$ cat src/rtl/sik_fetch_stage.sv
// -----------------------------------------------------------------------------
// sik_fetch_stage
// Instruction-fetch front end of the SIK stack processor. Owns the PC, issues
// reads to a 1-cycle-latency instruction memory, folds `pre` prefix words into
// the following instruction and presents fetched instructions to decode through
// a 2-entry valid/ready buffer. Supports redirect (flush) and halt/drain.
//
// Ports:
//   clk, reset                   clock, synchronous active-high reset
//   imem_rd / imem_addr          read strobe and address to instruction memory
//   imem_data                    read data, valid the cycle after imem_rd
//   redirect_valid / redirect_pc control-flow change from a later stage
//   halt_req                     stop fetching and drain
//   out_valid / out_ready        handshake with decode
//   out_inst / out_pc            instruction at buffer head and its address
//   out_pre_valid / out_pre      prefix attached to out_inst (0 when none)
//   halted                       fetch stopped and fully drained
// -----------------------------------------------------------------------------
module sik_fetch_stage #(
    parameter int unsigned      WIDTH    = 16,
    parameter logic [WIDTH-1:0] PC_RESET = 16'h0000,
    parameter logic [3:0]       PRE_OP   = 4'hB
) (
    input  logic             clk,
    input  logic             reset,
    output logic             imem_rd,
    output logic [WIDTH-1:0] imem_addr,
    input  logic [WIDTH-1:0] imem_data,
    input  logic             redirect_valid,
    input  logic [WIDTH-1:0] redirect_pc,
    input  logic             halt_req,
    output logic             out_valid,
    input  logic             out_ready,
    output logic [WIDTH-1:0] out_inst,
    output logic [WIDTH-1:0] out_pc,
    output logic             out_pre_valid,
    output logic [3:0]       out_pre,
    output logic             halted
);

    typedef enum logic [1:0] {
        ST_FETCH  = 2'b00,
        ST_DRAIN  = 2'b01,
        ST_HALTED = 2'b10
    } state_e;

    typedef struct packed {
        logic [WIDTH-1:0] inst;
        logic [WIDTH-1:0] pc;
        logic             pre_valid;
        logic [3:0]       pre;
    } entry_t;

    localparam int unsigned      ENTRY_W = 2 * WIDTH + 5;
    localparam logic [WIDTH-1:0] PC_ONE  = {{(WIDTH - 1){1'b0}}, 1'b1};
    localparam logic [WIDTH-1:0] PC_ZERO = {WIDTH{1'b0}};

    state_e           state_q, state_d;
    logic [WIDTH-1:0] pc_q, pc_d;
    logic [WIDTH-1:0] inflight_pc_q, inflight_pc_d;
    logic             inflight_q, inflight_d;
    logic             pre_pending_q, pre_pending_d;
    logic [3:0]       pre_q, pre_d;
    logic [1:0]       count_q, count_d;
    entry_t           head_q, head_d;
    entry_t           tail_q, tail_d;
    logic             out_valid_q, out_valid_d;
    logic             halted_q, halted_d;

    logic             pop_s;
    logic             push_s;
    logic             resp_pre_s;
    logic             issue_s;
    logic [2:0]       occupancy_s;
    entry_t           new_entry_s;

    // Issue decision: a read goes out only if its result is guaranteed a slot.
    always_comb begin
        pop_s       = out_valid_q & out_ready;
        // Slots claimed after this cycle: buffered + in flight - leaving now.
        occupancy_s = {1'b0, count_q} + {2'b00, inflight_q} - {2'b00, pop_s};
        if (!reset && !redirect_valid && !halt_req &&
            (state_q == ST_FETCH) && (occupancy_s < 3'd2)) begin
            issue_s = 1'b1;
        end else begin
            issue_s = 1'b0;
        end
        imem_rd   = issue_s;
        imem_addr = issue_s ? pc_q : PC_ZERO;
    end

    // Response classification and the buffer entry it would create.
    always_comb begin
        resp_pre_s            = inflight_q & (imem_data[WIDTH-1 -: 4] == PRE_OP);
        // A response landing in a redirect cycle belongs to the old path.
        push_s                = inflight_q & ~resp_pre_s & ~redirect_valid;
        new_entry_s.inst      = imem_data;
        new_entry_s.pc        = inflight_pc_q;
        new_entry_s.pre_valid = pre_pending_q;
        new_entry_s.pre       = pre_pending_q ? pre_q : 4'h0;
    end

    // PC, in-flight tracking and prefix folding.
    always_comb begin
        pc_d          = pc_q;
        inflight_d    = issue_s;
        inflight_pc_d = inflight_pc_q;
        pre_pending_d = pre_pending_q;
        pre_d         = pre_q;
        if (redirect_valid) begin
            pc_d          = redirect_pc;
            pre_pending_d = 1'b0;
        end else begin
            if (issue_s) begin
                pc_d          = pc_q + PC_ONE;
                inflight_pc_d = pc_q;
            end else begin
                pc_d = pc_q;
            end
            // Last prefix wins; a real instruction consumes it.
            if (resp_pre_s) begin
                pre_pending_d = 1'b1;
                pre_d         = imem_data[3:0];
            end else if (push_s) begin
                pre_pending_d = 1'b0;
            end else begin
                pre_pending_d = pre_pending_q;
            end
        end
    end

    // Two-entry buffer: head drives the outputs directly, tail backs it up.
    always_comb begin
        head_d  = head_q;
        tail_d  = tail_q;
        count_d = count_q;
        if (redirect_valid) begin
            head_d  = {ENTRY_W{1'b0}};
            tail_d  = {ENTRY_W{1'b0}};
            count_d = 2'd0;
        end else begin
            case ({push_s, pop_s})
                2'b10: begin
                    if (count_q == 2'd0) begin
                        head_d  = new_entry_s;
                        count_d = 2'd1;
                    end else if (count_q == 2'd1) begin
                        tail_d  = new_entry_s;
                        count_d = 2'd2;
                    end else begin
                        // Full with no pop cannot coincide with a push.
                        count_d = count_q;
                    end
                end
                2'b01: begin
                    if (count_q == 2'd2) begin
                        head_d  = tail_q;
                        tail_d  = {ENTRY_W{1'b0}};
                        count_d = 2'd1;
                    end else begin
                        head_d  = {ENTRY_W{1'b0}};
                        count_d = 2'd0;
                    end
                end
                2'b11: begin
                    if (count_q == 2'd2) begin
                        head_d = tail_q;
                        tail_d = new_entry_s;
                    end else begin
                        head_d = new_entry_s;
                    end
                end
                default: begin
                    count_d = count_q;
                end
            endcase
        end
        out_valid_d = (count_d != 2'd0);
    end

    // Fetch/drain/halt control; redirect flushes but never restarts fetch.
    always_comb begin
        state_d = state_q;
        case (state_q)
            ST_FETCH: begin
                if (halt_req) begin
                    state_d = ST_DRAIN;
                end else begin
                    state_d = ST_FETCH;
                end
            end
            ST_DRAIN: begin
                if (!inflight_q && (count_q == 2'd0)) begin
                    state_d = ST_HALTED;
                end else begin
                    state_d = ST_DRAIN;
                end
            end
            ST_HALTED: begin
                state_d = ST_HALTED;
            end
            default: begin
                state_d = ST_DRAIN;
            end
        endcase
        halted_d = (state_d == ST_HALTED);
    end

    // State registers with synchronous reset.
    always_ff @(posedge clk) begin
        if (reset) begin
            state_q       <= ST_FETCH;
            pc_q          <= PC_RESET;
            inflight_pc_q <= PC_ZERO;
            inflight_q    <= 1'b0;
            pre_pending_q <= 1'b0;
            pre_q         <= 4'h0;
            count_q       <= 2'd0;
            head_q        <= {ENTRY_W{1'b0}};
            tail_q        <= {ENTRY_W{1'b0}};
            out_valid_q   <= 1'b0;
            halted_q      <= 1'b0;
        end else begin
            state_q       <= state_d;
            pc_q          <= pc_d;
            inflight_pc_q <= inflight_pc_d;
            inflight_q    <= inflight_d;
            pre_pending_q <= pre_pending_d;
            pre_q         <= pre_d;
            count_q       <= count_d;
            head_q        <= head_d;
            tail_q        <= tail_d;
            out_valid_q   <= out_valid_d;
            halted_q      <= halted_d;
        end
    end

    assign out_valid     = out_valid_q;
    assign out_inst      = head_q.inst;
    assign out_pc        = head_q.pc;
    assign out_pre_valid = head_q.pre_valid;
    assign out_pre       = head_q.pre;
    assign halted        = halted_q;

endmodule

$ cat config.mk
export PLATFORM = sky130hd
export DESIGN_NAME = sik_fetch_stage
export DESIGN_NICKNAME = d
export VERILOG_FILES = /design/src/rtl/sik_fetch_stage.sv
export SDC_FILE = /design/constraint.sdc
export NUM_CORES = 1
export LEC_CHECK = 0
export ABC_AREA = 0
export ABC_CLOCK_PERIOD_IN_PS = 3150
export BUFFER_PORTS_ARGS = -buffer_cell sky130_fd_sc_hd__buf_2
export CAP_MARGIN = 20
export CELL_PAD_IN_SITES_DETAIL_PLACEMENT = 1
export CELL_PAD_IN_SITES_GLOBAL_PLACEMENT = 1
export CORE_ASPECT_RATIO = 2
export CORE_MARGIN = 2
export CORE_UTILIZATION = 42
export DETAILED_ROUTE_END_ITERATION = 8
export PLACE_DENSITY = 0.78
export SYNTH_ARGS = -nofsm -noshare
export SYNTH_HDL_FRONTEND = slang
export SYNTH_SLANG_ARGS = --single-unit
export TNS_END_PERCENT = 50
$ cat constraint.sdc
create_clock -name clk -period 3.15 [get_ports clk]
set_input_delay 0.1575 -clock clk [delete_from_list [all_inputs] [get_ports clk]]
set_output_delay 0.1575 -clock clk [all_outputs]
set_load 0.01 [all_outputs]
==> results.md <==
- Period utilisation layout: 0.9144
- VDD IR max: 0.0005469 V
- Syn nets: 699
- Reg2reg start: inflight_q
- Leak: 2.585 nW
- Final antenna-violating net count: 0
- Die height: 165.2 µm
- Worst-Skew Late Latency: 0.42 ns
- Crit Path Category: reg -> out
- Mapped Cells: 653
- PortBufs: 92
- Total stage count of the critical path: 12
- CTS tree: yes
- Initial core utilization: 0.4320
- Via/cell ratio: 6.074
- Vias: 5442
- CP delay by family, top: buffers and inverters
- H-tree levels: 4
- Global Route Usage Sum: 0.2685
- Wirelength per Cell: 20.84 µm
- Syn Area/Cell: 8.354 µm²
- Hold Crit Start: redirect_pc[7]
- Most frequent cells in the layout: 118 x dfxtp_1, 101 x a21oi_1, 92 x buf_2
- Slew Limit Fails: 0
- Residual DRC count: 0
- 1st-pass router iterations: 4
- Routed wire length: 18670 µm
- Clock tree sinks: 118
- Rows: 58
- Min-delay worst type: in -> reg
- Slew headroom: 0.5108
- Core Box Area: 12630 µm²
- Worst-Margin Slew: 0.7338 ns
- WP buf/inv: 5
- Yosys warning count: 0
- Largest fanout on the critical path: 14
- Layout Skew: 0.008811 ns
- Setup_tns: 0 ns
- RSZ-0062 raised after global routing: no
- P&R area growth vs syn: 22.52%
- Die area: 13970 µm²
- Die X: 84.59 µm
- Filler cells: 1570
- CP max-delay cell: fa_1
- Post-Syn Area: 5455 µm²
- Hold path depth: 3
- Antenna Cells: 0
- Required @ worst endpoint: 2.99 ns
- Grt ovf: 0
- NumNets Final: 779
- Cell variety after synth: 59
- CP arrival: 2.72 ns
- Sequential Area: 2362 µm²
- Startpoint Class: flop
- Top cells by area, synth: dfxtp_1 43%, a21oi_1 9.4%, o21ai_0 6.6%
- Initial antenna violation count: 0
- Synth Flop Type: dfxtp_1
- Reg clk slew, reported paths: 0.06 ns
- CP cell instances: nand2_1 > nor2_2 > o21ai_0 > fa_1 > nor4b_4 > buf_4 > nand3_4 > clkinv_1 > buf_4 > nand2_1 > inv_1 > buf_2
- Status: finished, final reports clean
- Dpl cell area: 6023 µm²
- Drt initial violations: 214
- Total CTS buffers: 17
- Ys async rst share: 0
- F_max: 0.3472 GHz
- Fin crit period: 2.880 ns
- Power per cell area: 548.2 nW/µm²
- First-pass GRT wire length: 29570 µm
- Area leader, netlist: dfxtp_1
- Pin count of the biggest net entering global routing: 50
- I/O Pins: 93
- Vias in the first global route: 5829
- # setup viols final: 0
- CTS Buffer Depth: 2
- FF-to-FF path depth: 7
- Max capacitance violation total: 0
- Endpoints failing hold: 0
- Ratio of cells with drive above 1 in the final layout: 0.2158
- DP HPWL: 12850 µm
- Placer Congestion: 0.9131
- Register area share after synthesis: 0.4330
- CP peak stage delay: 0.52 ns
- Hold EP: pc_q[7]
- Multi-input gate area: 2755 µm²
- Clock root buffer: clkbuf_16
- #FFs+latches synth: 118
- Final non-filler cell area: 6684 µm²
- Most common cell after layout, fill and taps aside: dfxtp_1
- Yosys top cell area share: 0.4330
- R2r endpoint: tail_q[31]
- Worst R2R Setup Slack: 0.38 ns
- Post-synth EDFFs: 0
- Crit path capture type: output port
==> kinds of logic (layout without fill, tap and decap cells) <==
group           Yosys count  after routing  synth area share
simple gates            181            181            0.1936
buf+inv                  90            183           0.06743
flops                   118            118            0.4330
mux                      13             13           0.02385
fa+ha+maj                 9              9           0.02202
compound gates          240            240            0.2569
xor+xnor                  2              2          0.003212
==> worst max path at each step <==
| stage | startpoint | to | slack (ns) |
|---|---|---|---|
| 2_1_floorplan | out_valid | pc_q[13] | 0.62 |
| 3_3_place_gp | inflight_q | out_inst[11] | 0.44 |
| 3_5_place_dp | out_valid | pc_q[12] | 0.30 |
| 4_1_cts | out_valid | imem_addr[0] | 0.01 |
| 5_1_grt | count_q[0] | imem_addr[0] | 0.10 |
| 6_report | out_valid | imem_addr[3] | 0.27 |
==> state kept, by name (all words and copies together) (netlist names) <==
name           flops
pre_q              4
state_q            2
out_pre_valid      1
out_valid          1
count_q            2
out_pre            4
pc_q              16
halted             1
inflight_pc_q     16
pre_pending_q      1
tail_q            37
out_pc            16
out_inst          16
inflight_q         1
==> where the power goes <==
group / internal, mW / switching, mW
registers: 1.52 / 0.0342
logic: 0.0872 / 0.145
clock network: 1.10 / 0.772
==> timing repair <==
| action | CTS | global route |
|---|---|---|
| endpoints found under the hold margin | 3 | 0 |
| resized for setup | 1 | 2 |
| endpoints found under the setup margin | 16 | 16 |
| buffers inserted | 0 | 5 |
| hold buffers | 3 | 0 |
==> tightest hold or removal path, delay by kind of cell <==
family                 cells  cell delay (ns)
AO/OA/AOI/OAI              1             0.07
AND/OR/NAND/NOR            1             0.06
buffers and inverters      1             0.09
==> metal layers <==
metal	routed length, µm	GRT usage
met4	849	0.1652
met2	10680	0.5143
met1	6518	0.2614
met5	0	0
met3	622	0.04473
==> per-stage QoR <==
stage	setup slack [ns]	std cells	hold slack [ns]	power, mW	util
2_1_floorplan	0.6173	653	0.2935	1.707	-
3_3_place_gp	0.4414	855	0.4068	1.800	0.4770
3_5_place_dp	0.3001	855	0.4186	1.807	0.4770
4_1_cts	0.01063	890	0.006360	3.678	0.5252
5_1_grt	0.1012	896	0.01415	3.785	0.5293
6_report	0.2696	896	0.009343	3.664	0.5293
==> synth_stat cells (2+ instances only) <==
| cell type | instances |
|---|---|
| buf_2 | 12 |
| nand4b_1 | 33 |
| or4_1 | 7 |
| nand2b_1 | 2 |
| a32oi_1 | 24 |
| a31oi_1 | 13 |
| o21ai_0 | 72 |
| inv_1 | 29 |
| a311o_1 | 2 |
| a21oi_1 | 102 |
| or2_2 | 4 |
| and3_1 | 3 |
| dfxtp_1 | 118 |
| or3_1 | 18 |
| nor3b_1 | 2 |
| nand4_1 | 5 |
| nand3_1 | 8 |
| nor4_1 | 2 |
| nand2_1 | 67 |
| mux2i_1 | 13 |
| nor2_1 | 12 |
| clkbuf_1 | 44 |
| nor2b_1 | 3 |
| buf_4 | 2 |
| o21a_1 | 3 |
| o311ai_0 | 5 |
| ha_1 | 8 |
| a22oi_1 | 4 |
| nor3_1 | 3 |
| o221ai_1 | 2 |
| and2_1 | 3 |
==> layout make-up <==
cell class,instances,share of cell area
flip-flops and latches,118,0.3534
multi-input cells,445,0.4122
clock buffers,18,0.06421
inverters,30,0.01685
well taps,150,0.02808
repair buffers,121,0.1041
clock inverters,14,0.02115
No activity file was read; power rests on OpenSTA's default activity.
